### src/rtl/regfile_mp_scoreboard.sv
// Multi-port GPR array with a per-register pending-write scoreboard.
// x0 reads as zero and is never busy; BYPASS forwards same-cycle write data to the reads.
module regfile_mp_scoreboard #(
  parameter int ADDR_WIDTH = 5,
  parameter int DATA_WIDTH = 32,
  parameter int NREAD      = 2,
  parameter int NWRITE     = 2,
  parameter int BYPASS     = 1
) (
  input  logic                             clk,
  input  logic                             rst,
  input  logic [NREAD*ADDR_WIDTH-1:0]      raddr,
  output logic [NREAD*DATA_WIDTH-1:0]      rdata,
  output logic [NREAD-1:0]                 rbusy,
  input  logic [NWRITE-1:0]                we,
  input  logic [NWRITE*ADDR_WIDTH-1:0]     waddr,
  input  logic [NWRITE*DATA_WIDTH-1:0]     wdata,
  input  logic                             issue_valid,
  input  logic [ADDR_WIDTH-1:0]            issue_rd,
  output logic                             issue_stall,
  output logic [(1<<ADDR_WIDTH)-1:0]       busy_vec
);

  localparam int NREG = 1 << ADDR_WIDTH;

  logic [DATA_WIDTH-1:0] regs_q [NREG];
  logic [DATA_WIDTH-1:0] regs_d [NREG];
  logic [NREG-1:0]       busy_q;
  logic [NREG-1:0]       busy_d;

  // Later write ports override earlier ones; an issue supersedes a same-cycle writeback clear.
  always_comb begin
    regs_d = regs_q;
    busy_d = busy_q;
    for (int j = 0; j < NWRITE; j++) begin
      if (we[j]) begin
        regs_d[waddr[j*ADDR_WIDTH +: ADDR_WIDTH]] = wdata[j*DATA_WIDTH +: DATA_WIDTH];
        busy_d[waddr[j*ADDR_WIDTH +: ADDR_WIDTH]] = 1'b0;
      end
    end
    if (issue_valid) begin
      busy_d[issue_rd] = 1'b1;
    end
    regs_d[0] = '0;
    busy_d[0] = 1'b0;
  end

  always_ff @(posedge clk) begin
    if (rst) begin
      regs_q <= '{default: '0};
      busy_q <= '0;
    end else begin
      regs_q <= regs_d;
      busy_q <= busy_d;
    end
  end

  for (genvar gi = 0; gi < NREAD; gi++) begin : g_rd
    logic [ADDR_WIDTH-1:0] ra_s;
    logic                  hit_s;
    logic [DATA_WIDTH-1:0] fwd_s;

    assign ra_s = raddr[gi*ADDR_WIDTH +: ADDR_WIDTH];

    // Highest-index matching write port wins the forward.
    always_comb begin
      hit_s = 1'b0;
      fwd_s = regs_q[ra_s];
      for (int j = 0; j < NWRITE; j++) begin
        if ((BYPASS != 0) && we[j] && (waddr[j*ADDR_WIDTH +: ADDR_WIDTH] == ra_s)) begin
          hit_s = 1'b1;
          fwd_s = wdata[j*DATA_WIDTH +: DATA_WIDTH];
        end
      end
    end

    assign rdata[gi*DATA_WIDTH +: DATA_WIDTH] = (ra_s == '0) ? '0 : fwd_s;
    assign rbusy[gi] = (ra_s != '0) && busy_q[ra_s] && !hit_s;
  end

  assign issue_stall = issue_valid && (issue_rd != '0) && busy_q[issue_rd];
  assign busy_vec    = busy_q;

endmodule

### config.mk
export PLATFORM = sky130hd
export DESIGN_NAME = regfile_mp_scoreboard
export DESIGN_NICKNAME = d
export VERILOG_FILES = /design/src/rtl/regfile_mp_scoreboard.sv
export SDC_FILE = /design/constraint.sdc
export NUM_CORES = 2
export LEC_CHECK = 0
export BUFFER_PORTS_ARGS = -buffer_cell sky130_fd_sc_hd__buf_2
export CAP_MARGIN = 20
export CORE_ASPECT_RATIO = 1.1
export CORE_MARGIN = 3
export CORE_UTILIZATION = 40
export CTS_CLUSTER_SIZE = 8
export DETAILED_ROUTE_END_ITERATION = 10
export GPL_TIMING_DRIVEN = 0
export PLACE_DENSITY = 0.61
export SLEW_MARGIN = 0
export SYNTH_ARGS = -nofsm -noshare
export SYNTH_HDL_FRONTEND = slang
export SYNTH_SLANG_ARGS = --single-unit
### constraint.sdc
create_clock -name clk -period 2.75 [get_ports clk]
set_clock_uncertainty 0.1 [all_clocks]
set_input_delay 0.4125 -clock clk [delete_from_list [all_inputs] [get_ports clk]]
set_output_delay 0.4125 -clock clk [all_outputs]
set_load 0.03 [all_outputs]
==> qor.yml <==
synthesis:
  yosysSeqAreaShare: 0.3213
  mappedNetlistNets: 7305
  yosysUniqueCellTypes: 48
  synth_area_leader_cell: "dfxtp_1"
  synth_warnings: 0
  synth_common_cells: "1250 x mux2i_1, 1081 x nor2_1, 1023 x dfxtp_1"
  synth_area_sq_um: 63740
  synth_edf_count: 0
  synth_flop_cell: "dfxtp_1"
  synthTopCellsByArea: "dfxtp_1 32%, mux2i_1 20%, a211oi_1 9.0%, mux4_2 7.7%, nor2_1 6.4%"
  synth_seq_cells: 1023
  synthCells: 7211
  yosysMostFrequentCell: "mux2i_1"
  synth-async-reset-ratio: 0
  synth.avg_cell_area_sq_um: 8.840
  synth_top_area_share: 0.3213
die:
  rows: 153
  die_area_sq_um: 164200
  die_h_um: 424.7
  initial_core_util: 0.4031
  io_pins: 193
  die_w_um: 386.6
  fp.coreArea_sq_um: 158100
worst_setup_path:
  cp_max_fo: 10
  cp-startpoint: "raddr[7]"
  worst_ep_arrival_time_ns: 3.08
  cp-start-kind: "input pin"
  critical_path_class: "input pin to output pin"
  worstSetupEndpointType: "output pin"
  cp_data_required_time_ns: 2.24
  timing.rr.start: "busy_vec[27]$_SDFF_PP0_"
clocking:
  cts_buffers: 147
  clkTransAtPathRegs_ns: 0.06
  clock_sinks: 1023
  h-tree-depth: 4
  clockBufferDepth: 3
  cts_tree: "done"
  clock_latency_ns: 0.80
  cts_root_buf: "clkbuf_16"
sta:
  worstMarginPinSlew_ns: 1.250
  min_period_ns: 3.591
  fin_ws_ns: -0.8406
  finalSetupViolations: 121
  fmax_mhz: 278.5
  slew_viol_final: 0
  finalHoldViolCount: 0
  fin_setup_tns_ns: -40.98
  finalCritPeriodShare: 1.306
  relSlewSlack: 0.1666
  rsz0062_at_grt: "true"
min_path:
  hold_class: "input pin to register"
  hp-start: "wdata[57]"
run:
  max_cap_viol_count: 0
route:
  drt-pass1-iter-count: 9
  viasPerCell: 6.930
  drt-wirelength-per-cell_um: 39.47
  ant_nets: 0
  detail_route.wirelength_um: 383100
  drtIter0Drc: 9286
  drc: 0
  vias: 67270
placement:
  dp_cells: 9434
  port_buffers: 108
  place_ws_ns: -2.195
  gp_congestion: 1.098
  dp_hpwl_um: 303600
outcome:
  violations: "negative setup slack"
  status: "finished with violations"
grt:
  grt_pass1_vias: 64800
  antenna_found_initial: 12
  grt_max_degree: 17
  gr-usage-all-layers: 0.4476
  grt.overflow.total: 0
  grt_first_pass_wirelength_um: 518400
power:
  power.density_nw_per_um2: 514.2
  ir_worst_vdd_uv: 528.7
  p_leak_nw: 27.38
cells_and_area:
  nets: 7676
  drive_above_1_share: 0.1959
  final_cell_count_no_fill: 9707
  layout-area-overhead-vs-synth_pct: 21.59
-- cell families after synthesis --
group	share of synthesized area
multiplexers	0.2904
flip-flops	0.3213
AND/OR/NAND/NOR	0.1358
other	0.00005883
buffers and inverters	0.06583
AO/OA/AOI/OAI	0.1838
XOR/XNOR	0.002748
-- where the power goes --
part	switching [mW]	internal [mW]
Sequential	0.286	15.1
Combinational	4.95	2.24
Clock	7.53	9.74
Total	12.8	27.1
-- state kept, by name (all words and copies together) (netlist names) --
signal	cells
busy_vec	31
regs_q	992
-- layout by cell type, fill, tap and decap left out, types with 28 or more instances in the layout --
cell type,netlist,routed
mux2_2,99,65
nor2_2,8,31
a211oi_1,767,736
buf_4,33,93
clkbuf_4,0,38
dfxtp_2,0,76
a311oi_1,256,256
buf_6,10,104
nand2_1,394,385
dfxtp_4,0,28
buf_12,0,50
nor3_4,0,33
clkbuf_2,2,51
o211ai_1,31,31
a221oi_1,63,33
dfxtp_1,1023,919
mux2_4,0,34
a22oi_1,101,92
buf_8,0,43
nor3_2,0,37
buf_2,130,108
a221oi_2,0,29
nor2b_1,34,31
o22ai_4,0,33
a211oi_4,0,31
nor2_1,1081,1046
clkbuf_16,0,151
clkbuf_1,727,607
buf_1,117,98
o22ai_1,225,168
nand3_1,261,259
mux2i_1,1250,1228
mux4_2,217,217
nor3_1,133,63
-- timing repair --
action | CTS | global route
setup buffers | 43 | 33
gates resized for setup | 1097 | 231
pin swaps | 212 | 98
hold endpoints to repair | 32 | 0
cloned | 6 | 0
hold buffers | 17 | 0
setup endpoints to repair | 135 | 79
-- routing by layer --
layer / track usage / routed length [um] / up-vias
li1: - / - / 27650
met2: 0.6643 / 160300 / 5064
met4: 0.3403 / 34350 / 2
met5: 0 / 13 / -
met1: 0.5588 / 144800 / 33310
met3: 0.1129 / 43660 / 1239
-- per-stage QoR --
step | power [mW] | cell area [sq um] | hold WS [ns] | util
after detailed placement | 21.49 | 67490 | 0.3866 | 0.4268
final | 39.85 | 77500 | 0.04595 | 0.4901
after global routing | 40.26 | 77490 | 0.07293 | 0.4901
after floorplan | 18.77 | 63980 | 0.3644 | -
after CTS | 39.18 | 76340 | 0.004567 | 0.4828
after global placement | 21.41 | 67140 | 0.3784 | 0.4246
-- final cells by class --
class                           count  area [sq um]
Sequential cell                  1023         20680
Buffer                           1009          5710
Multi-Input combinational cell   5167         41940
Inverter                            2         11.26
Timing Repair Buffer              232          2549
Clock inverter                     11         141.4
Tap cell                         2092          2618
Clock buffer                      161          3826
Antenna cell                       10         25.02
Fill cell                       15150         80620
-- path summary, 6_finish.rpt --
path / to / slack (ns) / cells after the start
setup / recovery: rdata[51] / -0.84 / 8
hold reg to reg: regs_q[841]$_SDFF_PP0_ / 0.40 / 2
setup reg to reg: busy_vec[27]$_SDFF_PP0_ / 1.53 / 5
hold / removal: regs_q[857]$_SDFF_PP0_ / 0.05 / 3
-- critical path: stages --
cell,delay [ns]
buf_4,0.27
clkbuf_2,0.55
mux4_2,0.39
mux2_4,0.32
a211oi_4,0.38
nor4b_1,0.11
a221o_2,0.42
buf_6,0.18
Note: power is estimated with default switching activity, not from simulation.
